[config.mk]
export PLATFORM = sky130hd
export DESIGN_NAME = pdm_playback
export DESIGN_NICKNAME = d
export VERILOG_FILES = /design/src/rtl/audio_pkg.sv /design/src/rtl/pdm_bit_timer.sv /design/src/rtl/pdm_playback.sv
export SDC_FILE = /design/constraint.sdc
export NUM_CORES = 1
export LEC_CHECK = 0
export ABC_AREA = 1
export CORE_MARGIN = 5
export CORE_UTILIZATION = 63
export CTS_BUF_LIST = sky130_fd_sc_hd__clkbuf_8
export CTS_CLUSTER_DIAMETER = 80
export DETAILED_ROUTE_END_ITERATION = 10
export HOLD_SLACK_MARGIN = 0.03
export PLACE_DENSITY = 0.91
export SLEW_MARGIN = 20
export SYNTH_ARGS = -nofsm -noshare
export SYNTH_HDL_FRONTEND = slang
export SYNTH_SLANG_ARGS = --single-unit
[constraint.sdc]
create_clock -name clk -period 4.3 [get_ports clk]
set_clock_uncertainty 0.1 [all_clocks]
set_input_delay 0.86 -clock clk [delete_from_list [all_inputs] [get_ports clk]]
set_output_delay 0.86 -clock clk [all_outputs]
set_load 0.02 [all_outputs]
[src/rtl/audio_pkg.sv]
// audio_pkg
// Shared definitions for the PDM playback path: buffer geometry defaults,
// the buffer address width and the playback FSM state type.
package audio_pkg;

    localparam int MEM_WIDTH_DEF = 16;
    localparam int MEM_DEPTH_DEF = 65536;
    localparam int ADDR_W_DEF    = $clog2(MEM_DEPTH_DEF);

    typedef enum logic [2:0] {
        ST_IDLE  = 3'd0,
        ST_PRIME = 3'd1,
        ST_LOAD  = 3'd2,
        ST_RUN   = 3'd3,
        ST_DRAIN = 3'd4
    } pb_state_e;

endpackage

[src/rtl/pdm_bit_timer.sv]
// pdm_bit_timer
// Bit-rate divider for the PDM serializer. Counts 0..CLK_DIV-1 and wraps,
// pulsing bit_tick on the terminal count. start restarts the count at 0 so
// the first bit of a playback is held for a full CLK_DIV period.
//
// Ports:
//   clk      in   system clock
//   resetn   in   asynchronous active-low reset
//   start    in   restart the bit period
//   bit_tick out  one-cycle pulse every CLK_DIV cycles
module pdm_bit_timer
    import audio_pkg::*;
#(
    parameter int CLK_DIV = 50
) (
    input  logic clk,
    input  logic resetn,
    input  logic start,
    output logic bit_tick
);

    localparam int              CNT_W = $clog2(CLK_DIV);
    localparam logic [CNT_W-1:0] TC   = CNT_W'(CLK_DIV - 1);

    logic [CNT_W-1:0] count_q, count_d;

    assign bit_tick = (count_q == TC);

    always_comb begin
        count_d = count_q + 1'b1;
        if (start || bit_tick) begin
            count_d = '0;
        end
    end

    always_ff @(posedge clk or negedge resetn) begin
        if (!resetn) begin
            count_q <= '0;
        end else begin
            count_q <= count_d;
        end
    end

endmodule

[src/rtl/pdm_playback.sv]
// pdm_playback
// Streams buffer words out as a serial PDM bit stream, LSB first, one bit
// every CLK_DIV clocks. The first word is read in PRIME and loaded in LOAD;
// every word start then prefetches the following word so the word boundary
// has neither gap nor repeat.
//
// Build option: define PDM_PLAYBACK_LOOP_EN to let sw[1] wrap playback from
// the last buffer word back to word 0. Without it sw[1] is ignored and every
// playback ends at the last word with a done pulse.
//
// Ports:
//   clk           in   system clock
//   resetn        in   asynchronous active-low reset
//   sw[1:0]       in   sw[0] play, sw[1] loop
//   read_address  out  buffer port-B address
//   read_enable   out  buffer port-B read strobe (one cycle per word)
//   read_data     in   buffer port-B data, valid 1 clk after read_enable
//   pdm_out       out  serial PDM bit
//   audio_sd      out  amplifier enable (equals busy)
//   busy          out  playback active
//   done          out  one-cycle pulse at end of a non-looping playback
module pdm_playback
    import audio_pkg::*;
#(
    parameter int MEM_WIDTH = MEM_WIDTH_DEF,
    parameter int MEM_DEPTH = MEM_DEPTH_DEF,
    parameter int CLK_DIV   = 50
) (
    input  logic                  clk,
    input  logic                  resetn,
    input  logic [1:0]            sw,
    output logic [ADDR_W_DEF-1:0] read_address,
    output logic                  read_enable,
    input  logic [MEM_WIDTH-1:0]  read_data,
    output logic                  pdm_out,
    output logic                  audio_sd,
    output logic                  busy,
    output logic                  done
);

    localparam int ADDR_W = (MEM_DEPTH > 1) ? $clog2(MEM_DEPTH) : 1;
    localparam int BIT_W  = (MEM_WIDTH > 1) ? $clog2(MEM_WIDTH) : 1;
    localparam logic [ADDR_W-1:0] LAST_ADDR = ADDR_W'(MEM_DEPTH - 1);
    localparam logic [BIT_W-1:0]  LAST_BIT  = BIT_W'(MEM_WIDTH - 1);

    pb_state_e             state_q, state_d;
    logic [ADDR_W-1:0]     addr_q, addr_d;
    logic [MEM_WIDTH-1:0]  shift_q, shift_d;
    logic [MEM_WIDTH-1:0]  next_word_q, next_word_d;
    logic [BIT_W-1:0]      bit_idx_q, bit_idx_d;
    logic                  pdm_q, pdm_d;
    logic                  prefetch_q, prefetch_d;
    logic                  capture_q, capture_d;
    logic                  done_q, done_d;
    logic                  eob_q, eob_d;

    logic                  loop_en;
    logic                  timer_start;
    logic                  bit_tick;
    logic                  word_end;
    logic [ADDR_W-1:0]     addr_nxt;
    logic [BIT_W-1:0]      next_idx;

`ifdef PDM_PLAYBACK_LOOP_EN
    assign loop_en = sw[1];
`else
    logic unused_sw1;
    assign unused_sw1 = sw[1];
    assign loop_en    = 1'b0;
`endif

    pdm_bit_timer #(
        .CLK_DIV (CLK_DIV)
    ) u_bit_timer (
        .clk      (clk),
        .resetn   (resetn),
        .start    (timer_start),
        .bit_tick (bit_tick)
    );

    assign addr_nxt = (addr_q == LAST_ADDR) ? '0 : addr_q + 1'b1;
    assign next_idx = bit_idx_q + 1'b1;
    assign word_end = bit_tick && (bit_idx_q == LAST_BIT);

    // addr_q tracks the word being played; the prefetch cycle drives the
    // address of the word after it.
    assign read_address = ADDR_W_DEF'(prefetch_q ? addr_nxt : addr_q);
    assign read_enable  = (state_q == ST_PRIME) || prefetch_q;
    assign busy         = (state_q != ST_IDLE);
    assign audio_sd     = busy;
    assign pdm_out      = pdm_q;
    assign done         = done_q;

    always_comb begin
        state_d     = state_q;
        addr_d      = addr_q;
        shift_d     = shift_q;
        next_word_d = next_word_q;
        bit_idx_d   = bit_idx_q;
        pdm_d       = pdm_q;
        prefetch_d  = 1'b0;
        capture_d   = prefetch_q;
        done_d      = 1'b0;
        eob_d       = eob_q;
        timer_start = 1'b0;

        if (capture_q) begin
            next_word_d = read_data;
        end

        case (state_q)
            ST_IDLE: begin
                pdm_d  = 1'b0;
                addr_d = '0;
                eob_d  = 1'b0;
                if (sw[0]) begin
                    state_d = ST_PRIME;
                end
            end

            ST_PRIME: begin
                state_d = ST_LOAD;
            end

            ST_LOAD: begin
                shift_d     = read_data;
                pdm_d       = read_data[0];
                bit_idx_d   = '0;
                timer_start = 1'b1;
                // A single-word buffer is already on its last word here.
                if ((addr_q == LAST_ADDR) && !loop_en) begin
                    state_d = ST_DRAIN;
                    eob_d   = 1'b1;
                end else begin
                    state_d    = ST_RUN;
                    prefetch_d = 1'b1;
                end
            end

            ST_RUN: begin
                if (word_end) begin
                    if (!sw[0]) begin
                        // Stop seen on the last cycle of a word: it is
                        // already finished, so skip DRAIN.
                        state_d = ST_IDLE;
                        pdm_d   = 1'b0;
                    end else begin
                        shift_d   = next_word_q;
                        pdm_d     = next_word_q[0];
                        bit_idx_d = '0;
                        addr_d    = addr_nxt;
                        // The last word needs no prefetch: play it out in DRAIN.
                        if ((addr_nxt == LAST_ADDR) && !loop_en) begin
                            state_d = ST_DRAIN;
                            eob_d   = 1'b1;
                        end else begin
                            prefetch_d = 1'b1;
                        end
                    end
                end else begin
                    if (bit_tick) begin
                        bit_idx_d = next_idx;
                        pdm_d     = shift_q[next_idx];
                    end
                    if (!sw[0]) begin
                        state_d = ST_DRAIN;
                    end
                end
            end

            ST_DRAIN: begin
                // sw is deliberately not looked at until IDLE.
                if (word_end) begin
                    state_d = ST_IDLE;
                    pdm_d   = 1'b0;
                    done_d  = eob_q;
                end else if (bit_tick) begin
                    bit_idx_d = next_idx;
                    pdm_d     = shift_q[next_idx];
                end
            end

            default: begin
                state_d = ST_IDLE;
                pdm_d   = 1'b0;
            end
        endcase
    end

    always_ff @(posedge clk or negedge resetn) begin
        if (!resetn) begin
            state_q     <= ST_IDLE;
            addr_q      <= '0;
            shift_q     <= '0;
            next_word_q <= '0;
            bit_idx_q   <= '0;
            pdm_q       <= 1'b0;
            prefetch_q  <= 1'b0;
            capture_q   <= 1'b0;
            done_q      <= 1'b0;
            eob_q       <= 1'b0;
        end else begin
            state_q     <= state_d;
            addr_q      <= addr_d;
            shift_q     <= shift_d;
            next_word_q <= next_word_d;
            bit_idx_q   <= bit_idx_d;
            pdm_q       <= pdm_d;
            prefetch_q  <= prefetch_d;
            capture_q   <= capture_d;
            done_q      <= done_d;
            eob_q       <= eob_d;
        end
    end

endmodule

==> qor.yml, run 1 <==
die_h_microns: 88.1
synth_mux_area_share_pct: 1.17
seq_area_frac_synth_pct: 43.0
maxCapViolCount: 0
port_buffers: 39
viasPerCell: 5.76
start_util_pct: 64.9
clockBufferDepth: 2
synth_adder_area_share_pct: 1.63
fin_cells: 635
cts_tree: "done"
path_class: "reg -> out"
max-vdd-ir-drop_v: 0.000454
power_uw: 2490
slew_violations: 0
cts_root_buf: "clkbuf_8"
ff2ff_setup_slack_ns: 0.98
r2r-start: "bit_idx_q[0]"
grt_antenna_before_repair: 0
cp-startpoint: "addr_q[0]"
setup_viol: 0
rsz0062_at_grt: "no"
cts_setup_buffers: 0
ctsHoldBuffers: 0
synth_top_family_by_area: "simple AND/OR/NAND/NOR gates"
finalSetupTns_ns: 0
worst_hold_slack_ns: 0.396
drt_iter0_drc: 345
grt.overflow.total: 0
arrival_ns: 2.59
final_common_cell: "nand2_1"
h-tree-depth: 3
final.fill_count: 428
yosys_warnings: 0
numCtsBuffers: 9
rows: 28
relSlewSlack_pct: 33.3
syn_inst: 523
period_share_pct: 82.7
drcViolationCount: 0
postCtsResizedCells: 0
firstDrtPassIters: 5
cp-end-kind: "primary output"
wl_per_cell_microns: 14.7
synthSimpleGateAreaFrac_pct: 28.6
ioPinCount: 41
grt_usage_pct: 26.1
syn_area_sq_um: 3840
max_stage_delay_ns: 0.65
n_antenna_cell: 0
dieWidth_microns: 88.1
status: "completed"
grt_pass1_wl_microns: 15600
synth-seq-cells: 66
crit_end: "read_address[12]"
p_per_area_nw_per_um2: 558
grt_max_degree: 51
postSynthAreaPerCell_sq_um: 7.34
num_vias: 3656
place_hpwl_microns: 6520
tightest_slew_ns: 1.00
synth-compound-area-share_pct: 15.1
critPathRequiredTime_ns: 3.34
critPathMostFrequentCell: "nand2_1"
synth_nets: 548
r2r-end: "addr_q[4]"
grt_pass1_vias: 3462
gp_congestion: 0.944
dp.cells: 619
clk_pin_slew_ns: 0.08
worstPathMaxFanout: 5
fin_nets: 580
ant_nets: 0
routed_wl_microns: 9360
clock-sinks: 66
worst_slack_ns: 0.746
p_leak_uw: 0.00197
path_cells: "ha_1 > nand2_1 > nor2_4 > nand2_2 > o21ai_1 > nand2_1 > o21ai_0 > clkdlybuf4s50_1"
crit_slowest_cell: "clkdlybuf4s50_1"
min_period_ns: 3.55
r2r_cells: 7
synth.distinct_cells: 32
syn_to_final_growth_pct: 16.4
fmax_mhz: 281
final_cell_mix: "126 x nand2_1, 66 x dfrtp_1, 64 x inv_1"
worst_setup_path_start_kind: "register"
layout-drive-gt1-share_pct: 9.11
clock_latency_ns: 0.35
synth_xor_area_share_pct: 1.14
core_area_sq_um: 5920
hp-class: "reg -> reg"
dieArea_sq_um: 7760
final-hold-violation-count: 0
detailedPlace.worstSlack_ns: 1.04
## sequential cells by signal, summed over array words and instances, names as in the netlist
register             count
eob_q                    1
addr_q                  16
state_q                  3
u_bit_timer.count_q      6
capture_q                1
capture_d                1
next_word_q             16
bit_idx_q                4
shift_q                 16
done                     1
pdm_out                  1
## final cells by class
type | instances | area, sq um | share of cell area (%)
clock buffers | 10 | 138 | 3.08
flip-flops and latches | 66 | 1650 | 37.0
repair buffers | 42 | 410 | 9.18
clock inverters | 6 | 87.6 | 1.96
multi-input cells | 367 | 1830 | 40.9
inverters | 69 | 259 | 5.80
well taps | 75 | 93.8 | 2.10
## per-layer routing
| metal | share of wire [%] | vias up | track usage [%] |
|---|---|---|---|
| li1 | - | 1765 | - |
| met1 | 40 | 1697 | 32.7 |
| met2 | 50 | 164 | 43.5 |
| met3 | 7.9 | 30 | 4.89 |
| met4 | 2.3 | 0 | 12.5 |
| met5 | 0 | - | 0 |
## critical path: cells and delay by family, from the launching register on
| family | cells | cell delay [ns] |
|---|---|---|
| AO/OA/AOI/OAI | 2 | 0.34 |
| adder cells (fa/ha/maj) | 1 | 0.33 |
| buffers and inverters | 1 | 0.65 |
| flip-flops | 1 | 0.43 |
| AND/OR/NAND/NOR | 4 | 0.50 |
## cells by family after synthesis
group,count (synthesis)
buffers and inverters,90
adders and majority gates,5
DFF,66
AOI/OAI and AO/OA,104
muxes,4
xor gates and xnor gates,5
and+or+nand+nor,249
## worst min path at each step
| stage | to | startpoint | slack (ns) | depth (start not counted) |
|---|---|---|---|---|
| 4_1_cts | eob_q | eob_q | 0.39 | 2 |
| 2_1_floorplan | capture_q | capture_d | 0.32 | 0 |
| 3_3_place_gp | eob_q | eob_q | 0.36 | 2 |
| 3_5_place_dp | eob_q | eob_q | 0.38 | 2 |
| 6_report | eob_q | eob_q | 0.40 | 2 |
| 5_1_grt | eob_q | eob_q | 0.41 | 2 |
## through the flow
step / util, % / cell area [sq um]
after global placement: 71.6 / 4240
after detailed placement: 71.6 / 4240
after global routing: 75.5 / 4470
final: 75.5 / 4470
after CTS: 75.4 / 4470
after floorplan: - / 3840
## synth_stat cells (all sizes together)
master    n  area [sq um]
nand2   131           504
inv      69           259
dfrtp    66          1650
o21ai    66           330
nor2     62           278
nand3    36           190
o211ai   12          90.1
clkbuf   11          41.3
o22ai    11          68.8
a21oi    10          57.6
buf      10          58.8
nand4     9          56.3
a31oi     5          31.3
ha        5          62.6
nor3      5          30.0
mux2      4          45.0
xor2      4          35.0
nor3b     2          15.0
or2       2          12.5
and3      1          6.26
nand3b    1          7.51
xnor2     1          8.76
## power by group
part	switching [uW]	internal, uW	leakage, uW	total (uW)
logic	575	321	0.00101	896
registers	170	832	0.000847	1000
clock network	251	343	0.000117	594
total	995	1500	0.00197	2490
Power figures use the tool's default switching activity.
==> run 2, diff against run 1 <==
Settings changed: CORE_UTILIZATION 63 to 53, PLACE_DENSITY 0.91 to 0.81.
Clock period 4.3 ns to 3.2 ns, I/O delays scaled along.
==> run 2 against run 1 <==
Effect of this change: sequential power rose by 30%; die area rose by 17%; hold slack got worse by 0.17 ns; critical path type unchanged; largest power group unchanged; highest routed layer unchanged.
==> qor.yml, run 2 (same netlist as run 1, synthesis figures left out) <==
dieArea_sq_um: 9050  # +17%
critPathMostFrequentCell: "nand2_1"
syn_to_final_growth_pct: 17.7
ant_nets: 0  # unchanged
cts_setup_buffers: 0  # unchanged
tightest_slew_ns: 0.796  # -0.205 ns
final_common_cell: "nand2_1"
clk_pin_slew_ns: 0.08  # about the same
final_cell_mix: "126 x nand2_1, 65 x dfrtp_1, 64 x inv_1"
grt_use_met3_pct: 4.50  # -0.39 points
slew_violations: 0  # unchanged
crit_slowest_cell: "dfrtp_1"
r2r_cells: 8  # +1
port_buffers: 39  # unchanged
crit_family: "simple AND/OR/NAND/NOR gates"
dieWidth_microns: 95.1  # +8.0%
fin_cells: 661  # +4.1%
status: "completed"
ioPinCount: 41  # unchanged
clock_latency_ns: 0.35  # about the same
start_util_pct: 53.8  # -11 points
post-route-util_pct: 63.3  # -12 points
min_period_ns: 3.08
crit_buf_inv: 1  # unchanged
firstDrtPassIters: 5  # unchanged
maxCapViolCount: 0  # unchanged
drcViolationCount: 0  # unchanged
r2r-end: "addr_q[14]"
cts_root_buf: "clkbuf_8"
clock-sinks: 66  # unchanged
grt_antenna_before_repair: 0  # unchanged
p_per_area_nw_per_um2: 718  # +29%
fin_nets: 582  # +0.34%
p_leak_uw: 0.00209  # +6.1%
grt_pass1_vias: 3417  # -1.3%
setup_viol: 0  # unchanged
drt_iter0_drc: 199  # -42%
core_area_sq_um: 7140  # +21%
finalSetupTns_ns: 0  # unchanged
wl_per_cell_microns: 13.3  # -10%
grtUsageMet2_pct: 35.5  # -8.0 points
num_vias: 3531  # -3.4%
routed_wl_microns: 8770  # -6.3%
arrival_ns: 2.34  # -0.25 ns
cp-end-kind: "primary output"
relSlewSlack_pct: 47.0  # +14 points
final-hold-violation-count: 0  # unchanged
hp-class: "in -> async"
dp.cells: 645  # +4.2%
grt_usage_pct: 21.4  # -4.7 points
period_share_pct: 96.1
numCtsBuffers: 9  # unchanged
grt_pass1_wl_microns: 15200  # -2.6%
grt-busiest-layer: "met2"
cts_tree: "done"
largest_registers: "addr_q: 16 flops, next_word_q: 16 flops, shift_q: 16 flops"
gp_congestion: 0.979  # +3.8%
n_antenna_cell: 0  # unchanged
r2r-start: "bit_idx_q[0]"
place_hpwl_microns: 6360  # -2.5%
max-vdd-ir-drop_v: 0.000539  # +19%
layout-drive-gt1-share_pct: 9.96  # +0.86 points
max_stage_delay_ns: 0.42  # -0.23 ns
grt.overflow.total: 0  # unchanged
ff2ff_setup_slack_ns: 0.68  # -0.30 ns
viasPerCell: 5.34  # -7.2%
grt_max_degree: 39  # -24%
critPathRequiredTime_ns: 2.46  # -0.88 ns
h-tree-depth: 3  # unchanged
ctsHoldBuffers: 0  # unchanged
fmax_mhz: 325
path_cells: "ha_2 > nand2_1 > nor2_4 > nand2_2 > o21ai_1 > nand2_1 > o21ai_0 > dlygate4sd2_1"
path_class: "reg -> out"
clockBufferDepth: 2  # unchanged
grt_use_met1_pct: 27.6  # -5.1 points
worstPathMaxFanout: 5  # unchanged
die_h_microns: 95.1  # +8.0%
worst_setup_path_start_kind: "register"
rows: 31  # +11%
rsz0062_at_grt: "no"
## run 2: repair_timing
action	in CTS	in global routing
resized for setup	4	8
hold endpoints to repair	0	0
setup endpoints to repair	6	8
## run 2: area by class of cell
| type | instances | area (sq um) |
|---|---|---|
| sequential | 66 | 1650 |
| clock buffer | 10 | 138 |
| multi-input combinational | 367 | 1830 |
| clock inverter | 6 | 66.3 |
| tap | 99 | 124 |
| fill | 631 | 2620 |
| inverter | 69 | 259 |
| timing repair buffer | 44 | 447 |
## run 2: how the worst max path moves through the flow
stage	from	to	slack, ns	cells after the start
floorplan	addr_q[1]	read_address[14]	0.81	6
global placement	addr_q[0]	read_address[12]	0.35	8
detailed placement	addr_q[0]	read_address[12]	0.24	8
CTS	addr_q[2]	read_address[15]	0.01	9
global route	addr_q[0]	read_address[3]	0.01	7
finish	addr_q[0]	read_address[12]	0.12	8
## run 2: metal layers
metal	part of all wire (%)	wire length [microns]
met5	0	0
met4	1.6	143
met3	4.3	381
met2	48	4230
met1	46	4010
## run 2: stage by stage
stage               hold slack [ns]  area (sq um)  power [uW]  worst slack [ns]
floorplan                     0.244          3840        2180             0.808
global placement              0.357          4300        2490             0.350
detailed placement            0.365          4300        2540             0.239
CTS                           0.236          4500        3270            0.0106
global route                  0.263          4520        3510            0.0112
finish                        0.224          4520        3250             0.125
## run 2: report_power, final
part | total [uW] | switching, uW | internal (uW)
logic | 1220 | 770 | 449
registers | 1300 | 185 | 1120
clock network | 724 | 341 | 382
